<file path="config.mk">
export PLATFORM = sky130hd
export DESIGN_NAME = decode_execute_pipe
export DESIGN_NICKNAME = d
export VERILOG_FILES = /design/src/rtl/pipe_pkg.sv /design/src/rtl/pipe_perf_cnt.sv /design/src/rtl/decode_execute_pipe.sv
export SDC_FILE = /design/constraint.sdc
export NUM_CORES = 1
export LEC_CHECK = 0
export ABC_AREA = 1
export CAP_MARGIN = 20
export CORE_MARGIN = 8
export CORE_UTILIZATION = 35
export CTS_CLUSTER_DIAMETER = 100
export DETAILED_ROUTE_END_ITERATION = 10
export SYNTH_ARGS = -nofsm -noshare
export SYNTH_HDL_FRONTEND = slang
export SYNTH_SLANG_ARGS = --single-unit
</file>
<file path="constraint.sdc">
create_clock -name clk -period 1.6 [get_ports clk]
set_input_delay 0.32 -clock clk [delete_from_list [all_inputs] [get_ports clk]]
set_output_delay 0.32 -clock clk [all_outputs]
set_load 0.02 [all_outputs]
</file>
<file path="src/rtl/pipe_pkg.sv">
`default_nettype none
// ============================================================================
// Module  : pipe_pkg
// Brief   : Shared types and field-offset constants for the decode/execute
//           pipeline register (control bundle, state encoding, word slots).
// Revision: 1.0 - initial release
// ============================================================================
package pipe_pkg;

  // Decoded control bundle carried alongside the datapath words.
  typedef struct packed {
    logic       regwrite;
    logic [1:0] resultsrc;
    logic       memwrite;
    logic [6:0] opcode;
    logic [2:0] funct3;
    logic [3:0] aluctrl;
    logic       alusrc;
    logic [1:0] pcsrc;
    logic       jalr;
  } ctrl_t;

  // Occupancy of the two-entry skid buffer.
  typedef enum logic [1:0] {
    ST_EMPTY = 2'd0,
    ST_ONE   = 2'd1,
    ST_FULL  = 2'd2
  } pipe_state_e;

  // Word-slot indices inside the data bus {rd1, rd2, pc, immext, pcplus4};
  // slot k occupies bits [k*WIDTH +: WIDTH].
  localparam int unsigned C_DATA_PCPLUS4 = 0;
  localparam int unsigned C_DATA_IMMEXT  = 1;
  localparam int unsigned C_DATA_PC      = 2;
  localparam int unsigned C_DATA_RD2     = 3;
  localparam int unsigned C_DATA_RD1     = 4;
  localparam int unsigned C_DATA_WORDS   = 5;

  // Field-slot indices inside the register bus {rs1, rs2, rd}.
  localparam int unsigned C_REG_RD    = 0;
  localparam int unsigned C_REG_RS2   = 1;
  localparam int unsigned C_REG_RS1   = 2;
  localparam int unsigned C_REG_WORDS = 3;

endpackage : pipe_pkg
`default_nettype wire

</file>
<file path="src/rtl/pipe_perf_cnt.sv">
`default_nettype none
// ============================================================================
// Module  : pipe_perf_cnt
// Brief   : Free-running event counter, +1 per cycle with inc_i high,
//           wraps at 2^CNTW.
// Revision: 1.0 - initial release
// ============================================================================
module pipe_perf_cnt #(
  parameter int unsigned CNTW = 32
) (
  input  logic            clk,
  input  logic            rst_n,
  input  logic            inc_i,
  output logic [CNTW-1:0] cnt_o
);

  logic [CNTW-1:0] cnt_q;

  // Count qualifying cycles; natural overflow provides the wrap.
  always_ff @(posedge clk or negedge rst_n) begin
    if (!rst_n) begin
      cnt_q <= '0;
    end else if (inc_i) begin
      cnt_q <= cnt_q + CNTW'(1);
    end
  end

  assign cnt_o = cnt_q;

endmodule : pipe_perf_cnt
`default_nettype wire

</file>
<file path="src/rtl/decode_execute_pipe.sv">
`default_nettype none
// ============================================================================
// Module  : decode_execute_pipe
// Brief   : Decode->execute pipeline register built as a two-entry skid
//           buffer (main + skid). Main always drives the outputs; in_ready
//           is registered so out_ready never reaches in_ready in one cycle.
//           Optional macro PIPE_PERF_EN adds stall/flush counters; without
//           it both counter outputs are tied to zero.
// Revision: 1.0 - initial release
// ============================================================================
module decode_execute_pipe
  import pipe_pkg::*;
#(
  parameter int unsigned WIDTH = 32,
  parameter int unsigned REGW  = 5,
  parameter int unsigned CNTW  = 32
) (
  input  logic                         clk,
  input  logic                         rst_n,
  input  logic                         flush_i,
  input  logic                         in_valid,
  output logic                         in_ready,
  input  ctrl_t                        in_ctrl,
  input  logic [C_DATA_WORDS*WIDTH-1:0] in_data,
  input  logic [C_REG_WORDS*REGW-1:0]   in_regs,
  output logic                         out_valid,
  input  logic                         out_ready,
  output ctrl_t                        out_ctrl,
  output logic [C_DATA_WORDS*WIDTH-1:0] out_data,
  output logic [C_REG_WORDS*REGW-1:0]   out_regs,
  output logic [CNTW-1:0]              stall_cnt,
  output logic [CNTW-1:0]              flush_cnt
);

  localparam int unsigned C_DW = C_DATA_WORDS * WIDTH;
  localparam int unsigned C_RW = C_REG_WORDS * REGW;

  pipe_state_e      state_q, state_d;
  logic             in_ready_q, in_ready_d;
  ctrl_t            main_ctrl_q, main_ctrl_d, skid_ctrl_q, skid_ctrl_d;
  logic [C_DW-1:0]  main_data_q, main_data_d, skid_data_q, skid_data_d;
  logic [C_RW-1:0]  main_regs_q, main_regs_d, skid_regs_q, skid_regs_d;
  logic             in_xfer, out_xfer;

  assign out_valid = (state_q != ST_EMPTY);
  assign in_ready  = in_ready_q;
  assign in_xfer   = in_valid & in_ready_q;
  assign out_xfer  = out_valid & out_ready;

  // Next-state and entry movement; flush overrides every other event.
  always_comb begin
    state_d     = state_q;
    main_ctrl_d = main_ctrl_q;
    main_data_d = main_data_q;
    main_regs_d = main_regs_q;
    skid_ctrl_d = skid_ctrl_q;
    skid_data_d = skid_data_q;
    skid_regs_d = skid_regs_q;
    if (flush_i) begin
      state_d = ST_EMPTY;
    end else begin
      case (state_q)
        ST_EMPTY: begin
          if (in_xfer) begin
            state_d     = ST_ONE;
            main_ctrl_d = in_ctrl;
            main_data_d = in_data;
            main_regs_d = in_regs;
          end
        end
        ST_ONE: begin
          if (in_xfer && out_xfer) begin
            main_ctrl_d = in_ctrl;
            main_data_d = in_data;
            main_regs_d = in_regs;
          end else if (in_xfer) begin
            state_d     = ST_FULL;
            skid_ctrl_d = in_ctrl;
            skid_data_d = in_data;
            skid_regs_d = in_regs;
          end else if (out_xfer) begin
            state_d = ST_EMPTY;
          end
        end
        ST_FULL: begin
          if (out_xfer) begin
            state_d     = ST_ONE;
            main_ctrl_d = skid_ctrl_q;
            main_data_d = skid_data_q;
            main_regs_d = skid_regs_q;
          end
        end
        default: state_d = ST_EMPTY;
      endcase
    end
    in_ready_d = (state_d != ST_FULL);
  end

  // State, ready flag and both entry registers.
  always_ff @(posedge clk or negedge rst_n) begin
    if (!rst_n) begin
      state_q     <= ST_EMPTY;
      in_ready_q  <= 1'b0;
      main_ctrl_q <= '0;
      main_data_q <= '0;
      main_regs_q <= '0;
      skid_ctrl_q <= '0;
      skid_data_q <= '0;
      skid_regs_q <= '0;
    end else begin
      state_q     <= state_d;
      in_ready_q  <= in_ready_d;
      main_ctrl_q <= main_ctrl_d;
      main_data_q <= main_data_d;
      main_regs_q <= main_regs_d;
      skid_ctrl_q <= skid_ctrl_d;
      skid_data_q <= skid_data_d;
      skid_regs_q <= skid_regs_d;
    end
  end

  // Stale control must never leak a regwrite/memwrite when nothing is held.
  assign out_ctrl = out_valid ? main_ctrl_q : '0;
  assign out_data = main_data_q;
  assign out_regs = main_regs_q;

`ifdef PIPE_PERF_EN
  pipe_perf_cnt #(.CNTW(CNTW)) u_stall_cnt (
    .clk   (clk),
    .rst_n (rst_n),
    .inc_i (out_valid & ~out_ready),
    .cnt_o (stall_cnt)
  );

  pipe_perf_cnt #(.CNTW(CNTW)) u_flush_cnt (
    .clk   (clk),
    .rst_n (rst_n),
    .inc_i (flush_i),
    .cnt_o (flush_cnt)
  );
`else
  assign stall_cnt = '0;
  assign flush_cnt = '0;
`endif

endmodule : decode_execute_pipe
`default_nettype wire

</file>
[After elaboration in Yosys (flattened, before gate mapping)]
Index checks and enable logic that the tools add are counted.
Word-level totals
  input port bits: 202
  word-level logic and storage cells: 60
  output and inout bits: 263
  register bits after elaboration: 397
Cells by class
  eq/ne operators: 6
  bitwise operators: 4
  muxes and demuxes: 20
  reductions and logical operators: 6
Operator list (number)
  $mux 160: 3
  $pmux 160 s3: 1
  $mux 22: 4
  $pmux 22 s3: 1
  $mux 15: 3
  $pmux 15 s3: 1
  $mux 2: 6
  $ne 2x2->1 const B: 4
  $pmux 2 s3: 1
  $reduce_and 5->1: 1
  $reduce_and 4->1: 1
  $reduce_bool 3->1: 1
  $and 1x1->1: 2
  $eq 2x1->1 const B: 1
  $eq 2x2->1 const B: 1
  $logic_not 2->1: 1
  $not 1->1: 2
  $reduce_bool 2->1: 1
  $logic_and 1x1->1: 1

[Logic depth before layout (Yosys ltp)]
  word-level depth: 8
  mapped depth: 9
  depth with buffers taken out: 6

[Least setup slack after synthesis]
OpenSTA, ideal clock, no wires.
  path kind: register -> register
  start point: register in_ready_q (netlist: in_ready)
  end point: register main_data_q[133] (netlist: out_data[133])
  slack: 0.085 ns
  clock period less this slack: 1.515 ns
  required time: 1.534 ns
  cell stages (with the launch flop): 7
  library setup time: 0.066 ns
  buffers on the path: 2
  data arrival time: 1.449 ns
  cells stage by stage: dfrtp_1 nand3_1 nand2_2 clkbuf_1 buf_1 nand4_1 nand2_1
On the way
  cells in the longest elaborated chain, start to end: 4
  elaborated cells on any way between the ends: 5
  those cells by class: 2 x eq/ne; 1 x bitwise; 2 x reduce/logical
Ends and longest elaborated chain
  start: declaration: line decode_execute_pipe.sv:39  | logic in_ready_q, in_ready_d;
  start signal: assignment: line decode_execute_pipe.sv:112  | in_ready_q <= in_ready_d;
  $and 1x1->1 *: line decode_execute_pipe.sv:47  | assign in_xfer = in_valid & in_ready_q;
  $logic_and 1x1->1: line decode_execute_pipe.sv:72  | if (in_xfer && out_xfer) begin
  $ne 2x2->1 (no line)
  $reduce_and 5->1 (no line) *
  end signal: assignment: line decode_execute_pipe.sv:114  | main_data_q <= main_data_d;
  end: declaration: line decode_execute_pipe.sv:41  | logic [C_DW-1:0] main_data_q, main_data_d, skid_data_q, skid_data_d;
Every way passes the cells marked *; elsewhere a longest branch is shown, timed or not.
A chain may end at the register's enable or synchronous reset.

==> metrics.md <==
| Metric | Value |
|---|---|
| CP cell instances | `nor2_4 > buf_12 > buf_12 > nor2_2 > buf_6` |
| Slew Limit Fails | `0` |
| Max-cap violation count | `0` |
| Status | `finished with violations` |
| Buffer and inverter count on the worst path | `3` |
| Worst setup endpoint | `out_ctrl[3]` |
| Crit path launch | `state_q[1]` |
| Skew final | `0.02302 ns` |
| Core ar. | `0.05477 mm2` |
| Leakage | `14.93 nW` |
| Worst r2r src | `state_q[1]` |
| Initial antenna violation count | `7` |
| Vias in the first global route | `18500` |
| Syn Area/Cell | `7.688 um2` |
| Die Width | `250.5 um` |
| H-tree Lvls | `2` |
| Die height | `250.5 um` |
| Clock Tree Buf Depth | `3` |
| # IOs | `465` |
| Gpl congestion | `0.8212` |
| Total Routing Usage GR | `22.57%` |
| Cells after synthesis | `2503` |
| Achievable frequency | `0.5040 GHz` |
| Vias per inst | `5.225` |
| Failing checks | `negative setup slack` |
| Pre-antenna DRT Iters | `6` |
| Sequential area share after synthesis | `51.63%` |
| Setup crit start kind | `flop` |
| Seq cells post-synth | `397` |
| Root Driver | `clkbuf_16` |
| RSZ-0062 raised after global routing | `yes` |
| Iter 0 DRT Violations | `1803` |
| Final number of hold-violating endpoints | `0` |
| Largest delay share family, worst path | `flip-flops` |
| Initial Utilization | `35.13%` |
| Total Power | `34.37 mW` |
| DRC violations left | `0` |
| Cts bufs inserted | `46` |
| Setup violators final | `417` |
| Worst-path clk slew | `0.06 ns` |
| Post-Route Hold Slack | `0.2253 ns` |
| Most frequent cells in the layout | `nand2_1, dfrtp_1, inv_1` |
| Netlist cell types | `20` |
| Syn. warnings | `0` |
| Largest net degree at the start of global routing | `87` |
| Final wirelength | `79820 um` |
| Pwr per Cell Area | `1198 mW/mm2` |
| PortBufs | `400` |
| Grt total ovfl | `0` |
| Clk sinks | `397` |
| Die area | `0.06274 mm2` |
| Crit-path most repeated cell | `buf_12` |
| Maximum vdd drop | `0.0006008 V` |
| Wire per inst | `21.55 um` |
| # nets final | `3163` |
| Leading cell type in the layout, fill and taps excluded | `nand2_1` |
| Dpl hpwl | `44050 um` |
| Final Cycle Share | `124.0%` |
| Post-synthesis cell area | `0.01924 mm2` |
| CP Class | `reg -> out` |
| Row count | `86` |
| Crit path arrival time | `1.66 ns` |
| DRT antenna net count | `0` |
| WP data required | `1.28 ns` |
| CP max stage delay | `0.49 ns` |
| First-pass GRT wire length | `112700 um` |
| R2R Path End | `out_data[125]` |
| Critical Path Fanout Max | `7` |
| Flop-to-flop setup slack | `-0.35 ns` |
| Max stage delay cell, worst path | `dfrtp_4` |
| Worst skew pair latency | `0.58 ns` |
| Area delta synth->final | `49.11%` |
| Minimum clock period | `1.984 ns` |
| Worst Setup End Kind | `output pin` |
| WP depth | `5` |
| R2R cell count | `10` |
| Layout cells sized above 1 | `17.02%` |
| Worst setup margin | `-0.3841 ns` |
| DR vias | `19350` |
| Worst Hold Class | `in -> async` |
| CTS tree | `built` |
-- through the flow --
stage          TNS [ns]  std cells  setup WS, ns  util, %  instance area, um2
6_report         -79.33       3703       -0.3841    52.39               28690
5_1_grt         -105.15       3701       -0.4374    52.38               28690
4_1_cts          -83.81       3652       -0.3942    50.12               27450
3_5_place_dp    -145.45       3513       -0.4693    44.62               24440
3_3_place_gp    -127.56       3513       -0.4216    44.62               24440
2_1_floorplan         0       2566       0.08509        -               19480
-- worst min-delay path by stage --
| stage | slack (ns) | end | from | cells past startpoint |
|---|---|---|---|---|
| 2_1_floorplan | 0.02 | in_ready | rst_n | 0 |
| 3_3_place_gp | 0.22 | out_data[55] | rst_n | 1 |
| 3_5_place_dp | 0.22 | out_data[87] | rst_n | 1 |
| 4_1_cts | 0.20 | skid_data_q[92] | rst_n | 2 |
| 5_1_grt | 0.24 | skid_data_q[99] | rst_n | 2 |
| 6_report | 0.23 | skid_data_q[97] | rst_n | 2 |
-- registers in the layout, indices dropped and copies added (netlist names) --
signal / flops
out_data: 160
skid_data_q: 160
main_ctrl_q: 22
skid_ctrl_q: 22
out_regs: 15
skid_regs_q: 15
state_q: 2
in_ready: 1
-- timing repair --
action                                  in CTS  in global routing
hold endpoints to repair                   142                  0
cloned                                      31                 42
resized for setup                          759                 98
hold buffers                                 1                  0
pin swaps                                   24                123
endpoints found under the setup margin     587                458
buffers inserted                            24                 15
-- area by class of cell --
cell class | instances | area [um2]
Inverter | 225 | 854.6
Multi-Input combinational cell | 1686 | 7646
Timing Repair Buffer | 605 | 7828
Sequential cell | 397 | 9938
Clock inverter | 13 | 130.1
Antenna cell | 2 | 5.005
Tap cell | 704 | 880.8
Fill cell | 4890 | 26080
Clock buffer | 71 | 1409
-- logic make-up (layout without fill, tap and decap cells) --
kind of cell / Yosys count / after routing / share of synthesized area, %
AOI/OAI and AO/OA: 199 / 199 / 5.189
buffers and inverters: 483 / 914 / 11.39
DFF: 397 / 397 / 51.63
other: 1 / 66 / 0.01949
and+or+nand+nor: 1423 / 1423 / 31.77
-- power by group --
group	internal, mW	switching [mW]	leakage (nW)	total [mW]
Combinational	4.16	5.49	9.20	9.66
Sequential	12.5	1.50	4.98	14.0
Clock	6.38	4.37	0.750	10.8
Total	23.0	11.4	14.9	34.4
-- cells in the mapped netlist (all sizes together) --
cell | instances | area share [%]
a21oi | 1 | 0.026
a22oi | 1 | 0.039
buf | 192 | 5.7
clkbuf | 66 | 1.3
conb | 1 | 0.019
dfrtp | 397 | 52
inv | 225 | 4.4
nand2 | 995 | 19
nand3 | 200 | 5.2
nand4 | 199 | 6.5
nor2 | 29 | 0.59
o21ai | 197 | 5.1
-- worst register-to-register path, cell delays in order (launching register included) --
cell       delay, ns
dfrtp_4         0.49
nor2_4          0.15
buf_4           0.14
buf_6           0.12
buf_6           0.12
nand2_8         0.06
buf_4           0.16
buf_12          0.15
bufbuf_16       0.29
nand4_1         0.10
nand2_1         0.07
-- per-layer routing --
layer	global-route usage [%]	vias to the layer above	part of all wire, %
met3	5.649	182	8.8
met2	36.65	963	47
met1	29.34	9371	40
met4	7.316	12	3.6
li1	-	8820	-
met5	0	-	0.086
Note: power is estimated with default switching activity, not from simulation.
